## config.mk

```make
export PLATFORM = sky130hd
export DESIGN_NAME = pipeline_trace_buffer_flat
export DESIGN_NICKNAME = d
export VERILOG_FILES = /design/src/rtl/pipeline_trace_buffer_if.sv /design/src/rtl/pipeline_trace_buffer.sv /design/src/flat_wrapper.sv
export SDC_FILE = /design/constraint.sdc
export NUM_CORES = 1
export LEC_CHECK = 0
export CELL_PAD_IN_SITES_DETAIL_PLACEMENT = 1
export CELL_PAD_IN_SITES_GLOBAL_PLACEMENT = 2
export CORE_MARGIN = 2
export CORE_UTILIZATION = 43
export DETAILED_ROUTE_END_ITERATION = 10
export GPL_TIMING_DRIVEN = 0
export PLACE_DENSITY = 0.83
export SLEW_MARGIN = 20
export SYNTH_ARGS = -nofsm -noshare
export SYNTH_HDL_FRONTEND = slang
export SYNTH_SLANG_ARGS = --single-unit
```

## constraint.sdc

```tcl
create_clock -name clk -period 7.4 [get_ports clk]
set_input_delay 0.74 -clock clk [delete_from_list [all_inputs] [get_ports clk]]
set_output_delay 0.74 -clock clk [all_outputs]
set_load 0.005 [all_outputs]
```

## src/rtl/pipeline_trace_buffer_if.sv

```systemverilog
// Decode-side capture, trigger and readback signals of the pipeline trace buffer.
// master drives capture/trigger/read requests, slave is the trace buffer itself.
interface pipeline_trace_buffer_if #(
  parameter int XLEN  = 32,
  parameter int DEPTH = 16
);
  localparam int AW = $clog2(DEPTH);

  logic            arm_i;
  logic            cap_valid_i;
  logic [XLEN-1:0] cap_pc_i;
  logic [31:0]     cap_instr_i;
  logic [4:0]      cap_rs1_i;
  logic [4:0]      cap_rs2_i;
  logic [4:0]      cap_rd_i;
  logic            trig_en_i;
  logic [XLEN-1:0] trig_pc_i;
  logic            rd_req_i;
  logic [AW-1:0]   rd_idx_i;
  logic            rd_valid_o;
  logic [XLEN-1:0] rd_pc_o;
  logic [31:0]     rd_instr_o;
  logic [4:0]      rd_rs1_o;
  logic [4:0]      rd_rs2_o;
  logic [4:0]      rd_rd_o;
  logic [31:0]     rd_cycle_o;
  logic [1:0]      state_o;
  logic [AW:0]     count_o;

  modport master (
    output arm_i, cap_valid_i, cap_pc_i, cap_instr_i, cap_rs1_i, cap_rs2_i, cap_rd_i,
    output trig_en_i, trig_pc_i, rd_req_i, rd_idx_i,
    input  rd_valid_o, rd_pc_o, rd_instr_o, rd_rs1_o, rd_rs2_o, rd_rd_o, rd_cycle_o,
    input  state_o, count_o
  );

  modport slave (
    input  arm_i, cap_valid_i, cap_pc_i, cap_instr_i, cap_rs1_i, cap_rs2_i, cap_rd_i,
    input  trig_en_i, trig_pc_i, rd_req_i, rd_idx_i,
    output rd_valid_o, rd_pc_o, rd_instr_o, rd_rs1_o, rd_rs2_o, rd_rd_o, rd_cycle_o,
    output state_o, count_o
  );
endinterface

```

## src/rtl/pipeline_trace_buffer.sv

```systemverilog
// Circular decode-stage trace buffer that freezes POST_TRIG captures after a PC-match trigger.
// Optional per-entry cycle stamps are built only when TRACE_CYCLE_STAMP_EN is defined.
module pipeline_trace_buffer #(
  parameter int XLEN      = 32,
  parameter int DEPTH     = 16,
  parameter int POST_TRIG = 4
) (
  input logic clk,
  input logic rst,
  pipeline_trace_buffer_if.slave bus
);
  localparam int AW = $clog2(DEPTH);
  localparam int CW = AW + 1;
  localparam logic [AW-1:0] PTR_ONE   = AW'(1);
  localparam logic [CW-1:0] CNT_ONE   = CW'(1);
  localparam logic [CW-1:0] CNT_FULL  = CW'(DEPTH);
  localparam logic [CW-1:0] POST_LOAD = CW'(POST_TRIG);

  typedef enum logic [1:0] {
    S_IDLE   = 2'd0,
    S_ARMED  = 2'd1,
    S_POST   = 2'd2,
    S_FROZEN = 2'd3
  } state_e;

  state_e        state_q, state_d;
  logic [AW-1:0] wr_ptr_q, wr_ptr_d;
  logic [CW-1:0] count_q, count_d;
  logic [CW-1:0] post_q, post_d;
  logic          we_s;
  logic          trig_hit_s;
  logic [AW-1:0] wr_ptr_inc_s;
  logic [CW-1:0] count_inc_s;

  logic [XLEN-1:0] pc_mem_q    [DEPTH];
  logic [31:0]     instr_mem_q [DEPTH];
  logic [4:0]      rs1_mem_q   [DEPTH];
  logic [4:0]      rs2_mem_q   [DEPTH];
  logic [4:0]      rd_mem_q    [DEPTH];

  logic            rd_valid_q;
  logic [XLEN-1:0] rd_pc_q;
  logic [31:0]     rd_instr_q;
  logic [4:0]      rd_rs1_q;
  logic [4:0]      rd_rs2_q;
  logic [4:0]      rd_rd_q;
  logic            rd_hit_s;
  logic [AW-1:0]   rd_phys_s;

  assign trig_hit_s   = bus.cap_valid_i & bus.trig_en_i & (bus.cap_pc_i == bus.trig_pc_i);
  assign wr_ptr_inc_s = wr_ptr_q + PTR_ONE;
  // count saturates at DEPTH; the oldest entry is then silently overwritten
  assign count_inc_s  = (count_q == CNT_FULL) ? count_q : (count_q + CNT_ONE);

  always_comb begin
    state_d  = state_q;
    wr_ptr_d = wr_ptr_q;
    count_d  = count_q;
    post_d   = post_q;
    we_s     = 1'b0;
    if (bus.arm_i) begin
      state_d  = S_ARMED;
      wr_ptr_d = '0;
      count_d  = '0;
      post_d   = '0;
    end else begin
      case (state_q)
        S_IDLE: state_d = S_IDLE;
        S_ARMED: begin
          if (bus.cap_valid_i) begin
            we_s     = 1'b1;
            wr_ptr_d = wr_ptr_inc_s;
            count_d  = count_inc_s;
            if (trig_hit_s) begin
              if (POST_TRIG == 0) begin
                state_d = S_FROZEN;
              end else begin
                state_d = S_POST;
                post_d  = POST_LOAD;
              end
            end else begin
              state_d = S_ARMED;
            end
          end else begin
            state_d = S_ARMED;
          end
        end
        S_POST: begin
          if (bus.cap_valid_i) begin
            we_s     = 1'b1;
            wr_ptr_d = wr_ptr_inc_s;
            count_d  = count_inc_s;
            post_d   = post_q - CNT_ONE;
            if (post_q == CNT_ONE) begin
              state_d = S_FROZEN;
            end else begin
              state_d = S_POST;
            end
          end else begin
            state_d = S_POST;
          end
        end
        S_FROZEN: state_d = S_FROZEN;
        default:  state_d = S_IDLE;
      endcase
    end
  end

  always_ff @(posedge clk) begin
    if (rst) begin
      state_q  <= S_IDLE;
      wr_ptr_q <= '0;
      count_q  <= '0;
      post_q   <= '0;
    end else begin
      state_q  <= state_d;
      wr_ptr_q <= wr_ptr_d;
      count_q  <= count_d;
      post_q   <= post_d;
    end
  end

  always_ff @(posedge clk) begin
    if (we_s && !rst) begin
      pc_mem_q[wr_ptr_q]    <= bus.cap_pc_i;
      instr_mem_q[wr_ptr_q] <= bus.cap_instr_i;
      rs1_mem_q[wr_ptr_q]   <= bus.cap_rs1_i;
      rs2_mem_q[wr_ptr_q]   <= bus.cap_rs2_i;
      rd_mem_q[wr_ptr_q]    <= bus.cap_rd_i;
    end
  end

  // Reads see the current (pre-arm) pointers, so an arm in the same cycle cannot disturb them
  assign rd_hit_s  = (state_q == S_FROZEN) && ({1'b0, bus.rd_idx_i} < count_q);
  assign rd_phys_s = wr_ptr_q - count_q[AW-1:0] + bus.rd_idx_i;

  always_ff @(posedge clk) begin
    if (rst) begin
      rd_valid_q <= 1'b0;
      rd_pc_q    <= '0;
      rd_instr_q <= 32'd0;
      rd_rs1_q   <= 5'd0;
      rd_rs2_q   <= 5'd0;
      rd_rd_q    <= 5'd0;
    end else begin
      rd_valid_q <= bus.rd_req_i;
      if (bus.rd_req_i) begin
        if (rd_hit_s) begin
          rd_pc_q    <= pc_mem_q[rd_phys_s];
          rd_instr_q <= instr_mem_q[rd_phys_s];
          rd_rs1_q   <= rs1_mem_q[rd_phys_s];
          rd_rs2_q   <= rs2_mem_q[rd_phys_s];
          rd_rd_q    <= rd_mem_q[rd_phys_s];
        end else begin
          rd_pc_q    <= '0;
          rd_instr_q <= 32'd0;
          rd_rs1_q   <= 5'd0;
          rd_rs2_q   <= 5'd0;
          rd_rd_q    <= 5'd0;
        end
      end
    end
  end

`ifdef TRACE_CYCLE_STAMP_EN
  logic [31:0] cyc_q;
  logic [31:0] cyc_mem_q [DEPTH];
  logic [31:0] rd_cycle_q;

  always_ff @(posedge clk) begin
    if (rst) begin
      cyc_q <= 32'd0;
    end else begin
      cyc_q <= cyc_q + 32'd1;
    end
  end

  always_ff @(posedge clk) begin
    if (we_s && !rst) begin
      cyc_mem_q[wr_ptr_q] <= cyc_q;
    end
  end

  always_ff @(posedge clk) begin
    if (rst) begin
      rd_cycle_q <= 32'd0;
    end else if (bus.rd_req_i) begin
      rd_cycle_q <= rd_hit_s ? cyc_mem_q[rd_phys_s] : 32'd0;
    end
  end

  assign bus.rd_cycle_o = rd_cycle_q;
`else
  assign bus.rd_cycle_o = 32'd0;
`endif

  assign bus.rd_valid_o = rd_valid_q;
  assign bus.rd_pc_o    = rd_pc_q;
  assign bus.rd_instr_o = rd_instr_q;
  assign bus.rd_rs1_o   = rd_rs1_q;
  assign bus.rd_rs2_o   = rd_rs2_q;
  assign bus.rd_rd_o    = rd_rd_q;
  assign bus.state_o    = state_q;
  assign bus.count_o    = count_q;
endmodule
```

## src/flat_wrapper.sv

```systemverilog
// flat-port wrapper written by rule: the top's interface ports become plain ports
module pipeline_trace_buffer_flat 
#(
  parameter int XLEN      = 32,
  parameter int DEPTH     = 16,
  parameter int POST_TRIG = 4
)
  (clk, rst, bus_arm_i, bus_cap_valid_i, bus_cap_pc_i, bus_cap_instr_i, bus_cap_rs1_i, bus_cap_rs2_i, bus_cap_rd_i, bus_trig_en_i, bus_trig_pc_i, bus_rd_req_i, bus_rd_idx_i, bus_rd_valid_o, bus_rd_pc_o, bus_rd_instr_o, bus_rd_rs1_o, bus_rd_rs2_o, bus_rd_rd_o, bus_rd_cycle_o, bus_state_o, bus_count_o);
  pipeline_trace_buffer_if #(.XLEN(XLEN), .DEPTH(DEPTH)) bus_i ();
  input logic clk;
  input logic rst;
  input wire logic [$bits(bus_i.arm_i)-1:0] bus_arm_i;
  input wire logic [$bits(bus_i.cap_valid_i)-1:0] bus_cap_valid_i;
  input wire logic [$bits(bus_i.cap_pc_i)-1:0] bus_cap_pc_i;
  input wire logic [$bits(bus_i.cap_instr_i)-1:0] bus_cap_instr_i;
  input wire logic [$bits(bus_i.cap_rs1_i)-1:0] bus_cap_rs1_i;
  input wire logic [$bits(bus_i.cap_rs2_i)-1:0] bus_cap_rs2_i;
  input wire logic [$bits(bus_i.cap_rd_i)-1:0] bus_cap_rd_i;
  input wire logic [$bits(bus_i.trig_en_i)-1:0] bus_trig_en_i;
  input wire logic [$bits(bus_i.trig_pc_i)-1:0] bus_trig_pc_i;
  input wire logic [$bits(bus_i.rd_req_i)-1:0] bus_rd_req_i;
  input wire logic [$bits(bus_i.rd_idx_i)-1:0] bus_rd_idx_i;
  output wire logic [$bits(bus_i.rd_valid_o)-1:0] bus_rd_valid_o;
  output wire logic [$bits(bus_i.rd_pc_o)-1:0] bus_rd_pc_o;
  output wire logic [$bits(bus_i.rd_instr_o)-1:0] bus_rd_instr_o;
  output wire logic [$bits(bus_i.rd_rs1_o)-1:0] bus_rd_rs1_o;
  output wire logic [$bits(bus_i.rd_rs2_o)-1:0] bus_rd_rs2_o;
  output wire logic [$bits(bus_i.rd_rd_o)-1:0] bus_rd_rd_o;
  output wire logic [$bits(bus_i.rd_cycle_o)-1:0] bus_rd_cycle_o;
  output wire logic [$bits(bus_i.state_o)-1:0] bus_state_o;
  output wire logic [$bits(bus_i.count_o)-1:0] bus_count_o;
  assign bus_i.arm_i = bus_arm_i;
  assign bus_i.cap_valid_i = bus_cap_valid_i;
  assign bus_i.cap_pc_i = bus_cap_pc_i;
  assign bus_i.cap_instr_i = bus_cap_instr_i;
  assign bus_i.cap_rs1_i = bus_cap_rs1_i;
  assign bus_i.cap_rs2_i = bus_cap_rs2_i;
  assign bus_i.cap_rd_i = bus_cap_rd_i;
  assign bus_i.trig_en_i = bus_trig_en_i;
  assign bus_i.trig_pc_i = bus_trig_pc_i;
  assign bus_i.rd_req_i = bus_rd_req_i;
  assign bus_i.rd_idx_i = bus_rd_idx_i;
  assign bus_rd_valid_o = bus_i.rd_valid_o;
  assign bus_rd_pc_o = bus_i.rd_pc_o;
  assign bus_rd_instr_o = bus_i.rd_instr_o;
  assign bus_rd_rs1_o = bus_i.rd_rs1_o;
  assign bus_rd_rs2_o = bus_i.rd_rs2_o;
  assign bus_rd_rd_o = bus_i.rd_rd_o;
  assign bus_rd_cycle_o = bus_i.rd_cycle_o;
  assign bus_state_o = bus_i.state_o;
  assign bus_count_o = bus_i.count_o;
  pipeline_trace_buffer #(.XLEN(XLEN), .DEPTH(DEPTH), .POST_TRIG(POST_TRIG)) u_core (.clk(clk), .rst(rst), .bus(bus_i));
endmodule
```

==> summary.md, run 1 <==
## Worst setup path
• list of cells traversed by the critical path: clkbuf_1 > inv_1 > fa_1 > inv_1 > ha_1 > xnor2_1 > clkbuf_1 > buf_2 > mux2i_1 > mux2i_1 > o211ai_1 > a21oi_1
• largest stage delay on the critical path: 930 ps
• Worst R2R Path Depth: 12
• worst-path fanout max: 10
• worst endpoint required time: 8000 ps
• Critical-path top delay cell: clkbuf_1
• slack of the worst reg-to-reg path: 2420 ps
• element type at the critical path end: flip-flop
• end of the worst register-to-register path: u_core.bus.rd_rs2_o[2]
• kind of cell with the highest combined delay on the critical path: buffers and inverters
• Crit path arrival time: 5580 ps
• kind of start point of the critical path: flip-flop
• buffering stage count on the worst path with inverters included: 5
• type of the worst setup path: reg2reg
• launch instance of the worst register-to-register path: u_core.wr_ptr_q[2]

## Clock tree
• CTS tree: yes
• Reg clk slew, reported paths: 60 ps
• number of buffers created by CTS: 138
• insertion delay to the later sink of the worst-skew pair: 740 ps
• root cell of the clock tree: clkbuf_16
• hold-fix buffers at CTS: 0
• clk sinks: 1360
• Max H-tree Level: 4
• Post CTS Setup Buffer Count: 0
• maximum number of buffers from clock root to sink: 3
• post-CTS sizing: 0

## Synth
• cells after synthesis: 2576
• count of flip-flops with a built-in enable after synthesis: 1264
• post-synthesis cell type with the largest combined area: edfxtp_1
• proportion of register bits with asynchronous set or reset after synthesis: 0
• ys flop type: edfxtp_1
• average footprint of a synthesized cell: 20.3 um^2
• Warnings, synthesis: 0
• sequential cell area fraction in the yosys report: 0.762
• top cells by area, synth: edfxtp_1 (73%), mux4_2 (14%), dfxtp_1 (3.7%)
• share of the synthesized area in the top cell type: 0.725
• flip-flop and latch count after synthesis: 1360
• post-synthesis instance area: 0.0523 mm^2
• number of library cell types mapped by synthesis: 45

## Power
• clock network fraction of design power: 0.406
• worst vdd rail ir drop: 0.000187 V
• internal power component: 12900 uW
• share of total power in sequential cells: 0.503
• Logic pwr share: 0.091
• power per standard cell area: 266 mW/mm^2
• net switching fraction of the power: 0.230
• switching power of the nets: 3840 uW
• static leakage power: 0.0203 uW

## Routing
• routed wire length: 145000 um
• DRT antenna net count: 0
• violation count after the first detailed-route iteration: 2899
• detailed-route via count: 27900
• post-DR wirelength/cell: 30.3 um
• number of vias per cell after detailed routing: 5.83
• total iterations of the first detailed-routing run: 5
• post-route DRC violation count: 0

## Die
• number of I/O pins: 240
• die span in x: 353 um
• area of the core: 0.121 mm^2
• effective utilization at floorplan: 0.432
• Vert. Die Dim: 353 um
• Die Area: 0.125 mm^2
• count of standard-cell rows: 128

## Cells and area
• Non-Filler Instances: 4787
• Seq. cell area: 0.0399 mm^2
• area of combinational cells with multiple inputs: 0.0118 mm^2
• Area growth syn-to-layout: 20.2%
• Layout Nets: 3192
• cell area after layout: 0.0629 mm^2
• most common cell after layout, fill and taps aside: edfxtp_1
• core utilization of the finished layout: 0.519
• number of inserted filler cells in the final layout: 10900
• commonest cells after routing, fill and taps aside: edfxtp_1 (1264), mux4_2 (316), nand2_1 (228)
• layout cells sized above 1: 0.225

## Timing
• achievable frequency: 201 MHz
• min cycle time layout: 4980 ps
• final worst hold slack: 467 ps
• final critical-path share of the clock period: 0.673
• relative max-transition margin: 0.204
• unrepaired setup endpoints after global routing: no
• Slew @ Worst Pin: 1190 ps
• total count of hold-check failures in the final report: 0
• Finish-stage setup viols: 0
• least setup slack across all paths after layout: 2420 ps
• Max Slew Vio Count: 0
• Final Skew: 36.3 ps

## Min path
• Worst Min Path Start: u_core.bus.rd_instr_o[10]
• hold path cells: 1
• destination of the worst hold path: u_core.bus.rd_instr_o[10]
• class of the tightest hold or removal check: reg2reg

## Outcome
• outcome: completed

## Global route
• pin count of the biggest net entering global routing: 22
• wire length of the first global-routing pass: 210000 um
• combined global-route utilization of all metal layers: 0.234
• initial antenna violation count: 11
• Remaining Overflow, GRT: 0
• via count of the first global-routing pass: 30000

## Placed design
• final HPWL from detailed placement: 96700 um
• IO buf count: 207
• placed cell areas: 0.0585 mm^2
• cell count after placement: 4534
• routability congestion estimate from global placement: 0.754
• Setup Slack @ Placement: 2010 ps

## Run
• number of maximum-capacitance violations: 0

==> per-layer routing <==
| layer | wire length, um | track usage |
|---|---|---|
| met1 | 57700 | 0.308 |
| met2 | 72400 | 0.391 |
| met3 | 10400 | 0.0451 |
| met4 | 4410 | 0.0799 |
| met5 | 69 | 0 |
==> power groups by stage <==
stage	clock network [uW]	logic, uW	registers, uW
2_1_floorplan	0	878	8570
3_3_place_gp	0	1430	8570
3_5_place_dp	0	1500	8570
4_1_cts	6870	1530	8400
5_1_grt	7120	1620	8400
6_report	6780	1520	8400
==> Yosys cell counts (2+ instances only) <==
cell,number
buf_4,33
dfxtp_1,96
inv_1,25
nor2b_1,4
buf_1,9
a21o_1,3
nand2b_1,29
ha_1,19
o211ai_1,28
mux4_2,316
clkbuf_1,83
nand2_1,228
xnor2_1,35
a32o_1,53
xor2_1,4
xnor2_2,2
a31oi_1,2
nor2_1,24
a21oi_2,2
fa_1,3
and2_1,2
edfxtp_1,1264
a211oi_1,2
buf_2,49
or2_2,2
mux2i_1,79
o21ai_0,2
nor3_1,10
a21oi_1,31
nand4_1,10
nand3_1,111
and4_1,3
==> state kept, by name, indices dropped and copies added (netlist names) <==
| register | flops |
|---|---|
| u_core.bus.rd_rs1_o | 5 |
| u_core.pc_mem_q | 512 |
| u_core.rd_mem_q | 80 |
| u_core.bus.count_o | 5 |
| u_core.bus.rd_pc_o | 32 |
| u_core.bus.rd_rd_o | 5 |
| u_core.bus.rd_valid_o | 1 |
| u_core.bus.rd_instr_o | 32 |
| u_core.wr_ptr_q | 4 |
| u_core.rs1_mem_q | 80 |
| u_core.rs2_mem_q | 80 |
| u_core.bus.rd_rs2_o | 5 |
| u_core.bus.state_o | 2 |
| u_core.post_q | 5 |
| u_core.instr_mem_q | 512 |
==> kinds of logic after synthesis <==
logic type / after synthesis / synth area share
xor+xnor: 41 / 0.00715
flops: 1360 / 0.762
mux: 395 / 0.151
fa+ha+maj: 22 / 0.00569
buf+inv: 200 / 0.0180
compound gates: 131 / 0.0199
other cells: 1 / 0.0000716
simple gates: 426 / 0.0361
==> layout make-up <==
type,count,share of cell area
Sequential cell,1360,0.634
Multi-Input combinational cell,1047,0.188
Timing Repair Buffer,302,0.0617
Clock buffer,193,0.0612
Tap cell,1625,0.0323
Buffer,175,0.0136
Clock inverter,58,0.00796
Inverter,25,0.00149
Antenna cell,2,0.0000796
==> per-stage QoR <==
step	setup TNS (ps)	power (uW)
final	0	16700
after global routing	0	17100
after CTS	0	16800
after detailed placement	0	10100
after global placement	-3054880	10000
after floorplan	0	9440
==> worst max-delay path by stage <==
stage	startpoint	end	slack [ps]	depth (start not counted)
floorplan	bus_cap_valid_i	u_core.instr_mem_q[3][0]	190	4
global placement	rst	u_core.instr_mem_q[3][16]	-6780	5
detailed placement	bus_rd_idx_i[1]	u_core.bus.rd_rs2_o[4]	2010	12
CTS	u_core.wr_ptr_q[2]	u_core.bus.rd_rs2_o[2]	2400	12
global route	u_core.wr_ptr_q[2]	u_core.bus.rd_rs2_o[2]	2280	12
finish	u_core.wr_ptr_q[2]	u_core.bus.rd_rs2_o[2]	2420	12
==> worst register-to-register path, stage by stage (launching register included) <==
cell,delay (ps)
dfxtp_1,300
clkbuf_1,470
inv_1,220
fa_1,530
inv_1,50
ha_1,350
xnor2_1,590
clkbuf_1,940
buf_2,530
mux2i_1,420
mux2i_1,160
o211ai_1,180
a21oi_1,110
Power figures use the tool's default switching activity.
==> inputs of run 2 (changes only) <==
- clock period: 7.4 -> 4 ns (I/O delays scaled with it)
==> summary.md, run 2 (same netlist as run 1, synthesis figures left out) <==
## Timing
• Final Skew: 28.9 ps, -7.39 ps
• final critical-path share of the clock period: 0.969, +0.296
• Finish-stage setup viols: 0, unchanged
• least setup slack across all paths after layout: 124 ps, -2290 ps
• min cycle time layout: 3880 ps, -1110 ps
• achievable frequency: 258 MHz, +29%
• total count of hold-check failures in the final report: 0, unchanged
• Slew @ Worst Pin: 1130 ps, -69.3 ps
• final worst hold slack: 329 ps, -138 ps
• relative max-transition margin: 0.244, +0.0408
• Max Slew Vio Count: 0, unchanged
• post-route setup TNS: 0 ps, unchanged

## Routing
• post-route DRC violation count: 0, unchanged
• detailed-route via count: 27800, -0.18%
• routed wire length: 146000 um, +0.83%
• DRT antenna net count: 0, unchanged
• total iterations of the first detailed-routing run: 8, +3
• post-DR wirelength/cell: 30.6 um, +1.0%
• violation count after the first detailed-route iteration: 3014, +4.0%
• number of vias per cell after detailed routing: 5.83, about the same

## Cells and area
• number of inserted filler cells in the final layout: 10800, -0.97%
• Area growth syn-to-layout: 20.7%
• commonest cells after routing, fill and taps aside: edfxtp_1 (1264), mux4_2 (316), nand2_1 (228)
• core utilization of the finished layout: 0.521, +0.00226
• registers with the most flip-flops: u_core.instr_mem_q (512), u_core.pc_mem_q (512)
• Layout Nets: 3182, -0.31%
• layout cells sized above 1: 0.241, +0.0161
• most common cell after layout, fill and taps aside: edfxtp_1

## Global route
• Top Usage Layer GRT: met2
• wire length of the first global-routing pass: 213000 um, +1.2%
• via count of the first global-routing pass: 30200, +0.60%
• Remaining Overflow, GRT: 0, unchanged
• grt met1 use: 0.312, +0.00451
• Global Route met2 Usage: 0.390, -0.000943
• pin count of the biggest net entering global routing: 22, unchanged
• combined global-route utilization of all metal layers: 0.236, +0.00196
• initial antenna violation count: 11, unchanged
• GR Layer Usage met3: 0.0486, +0.00357

## Power
• static leakage power: 0.0205 uW, +0.94%
• worst vdd rail ir drop: 0.000297 V, +59%
• power per standard cell area: 499 mW/mm^2, +88%
• Total Power: 31500 uW, +89%

## Clock tree
• clk sinks: 1360, unchanged
• CTS tree: yes
• root cell of the clock tree: clkbuf_16
• maximum number of buffers from clock root to sink: 3, unchanged
• insertion delay to the later sink of the worst-skew pair: 760 ps, +20 ps
• Reg clk slew, reported paths: 60 ps, about the same
• Max H-tree Level: 4, unchanged
• hold-fix buffers at CTS: 0, unchanged
• number of buffers created by CTS: 137, -0.72%

## Worst setup path
• worst-path fanout max: 10, unchanged
• kind of start point of the critical path: flip-flop
• worst endpoint required time: 4670 ps, -3330 ps
• element type at the critical path end: flip-flop
• Crit path arrival time: 4540 ps, -1040 ps
• type of the worst setup path: reg2reg

## Die
• area of the core: 0.121 mm^2, unchanged
• Vert. Die Dim: 353 um, unchanged
• Die Area: 0.125 mm^2, unchanged
• count of standard-cell rows: 128, unchanged
• effective utilization at floorplan: 0.432, unchanged
• die span in x: 353 um, unchanged
• number of I/O pins: 240, unchanged

## Outcome
• outcome: completed

## Placed design
• IO buf count: 207, unchanged
• routability congestion estimate from global placement: 0.760, +0.81%
• final HPWL from detailed placement: 97100 um, +0.37%
• Setup Slack @ Placement: -1050 ps, -3060 ps

## Run
• number of maximum-capacitance violations: 0, unchanged

## Min path
• class of the tightest hold or removal check: in2reg

[run 2: cell count changes in the layout (fill, tap and decap cells not counted), sizes merged]
cell	change
buf	-11
clkinvlp	+1
diode	+3
inv	-3
clkinv	+13
clkbuf	-21
bufinv	+9
[run 2: area by class of cell]
type	count	area, um^2	share of cell area
timing repair buffer	294	3810	0.0604
multi-input combinational	1047	11900	0.188
buffer	174	932	0.0148
clock inverter	78	840	0.0133
inverter	25	93.8	0.00149
tap	1625	2030	0.0322
sequential	1360	39900	0.631
clock buffer	170	3720	0.0588
antenna	5	12.5	0.000198
[run 2: worst paths after layout]
kind / cells past startpoint / slack (ps) / from / end
worst max-delay path: 11 / 120 / u_core.wr_ptr_q[0] / u_core.bus.rd_pc_o[31]
worst min-delay path: 2 / 330 / bus_arm_i / u_core.bus.state_o[0]
worst max register to register: 11 / 120 / u_core.wr_ptr_q[0] / u_core.bus.rd_pc_o[31]
worst min register to register: 2 / 470 / u_core.bus.rd_instr_o[26] / u_core.bus.rd_instr_o[26]
[run 2: metal layers]
layer / routed length, um / share of wire
met1: 58100 / 0.40
met2: 72500 / 0.50
met3: 10900 / 0.074
met4: 4670 / 0.032
met5: 57 / 0.00039
[run 2: what timing repair did]
item / in CTS / in global routing
gates resized for setup: 45 / 21
setup endpoints to repair: 79 / 59
gates cloned: 0 / 0
pin swaps: 1 / 0
setup buffers: 4 / 0
[run 2: metrics by stage]
step,cells,area (um^2)
4_1_cts,4773,63100
6_report,4778,63200
2_1_floorplan,2607,52500
3_5_place_dp,4522,58400
5_1_grt,4776,63200
3_3_place_gp,4439,56600
[run 2: worst max-delay path, cell delays in order (launching register included)]
cell	delay, ps
dfxtp_1	430
inv_1	130
ha_1	310
inv_1	60
ha_1	230
fa_1	620
xnor2_2	370
clkbuf_2	580
mux2i_1	210
mux2i_1	380
o211ai_1	240
a21oi_1	210
[run 2: power breakdown]
| group | leakage, uW | internal (uW) | switching, uW | total [uW] |
|---|---|---|---|---|
| clock network | 0.00223 | 7640 | 5440 | 13100 |
| logic | 0.00610 | 1110 | 1760 | 2870 |
| registers | 0.0121 | 15500 | 5.49 | 15500 |
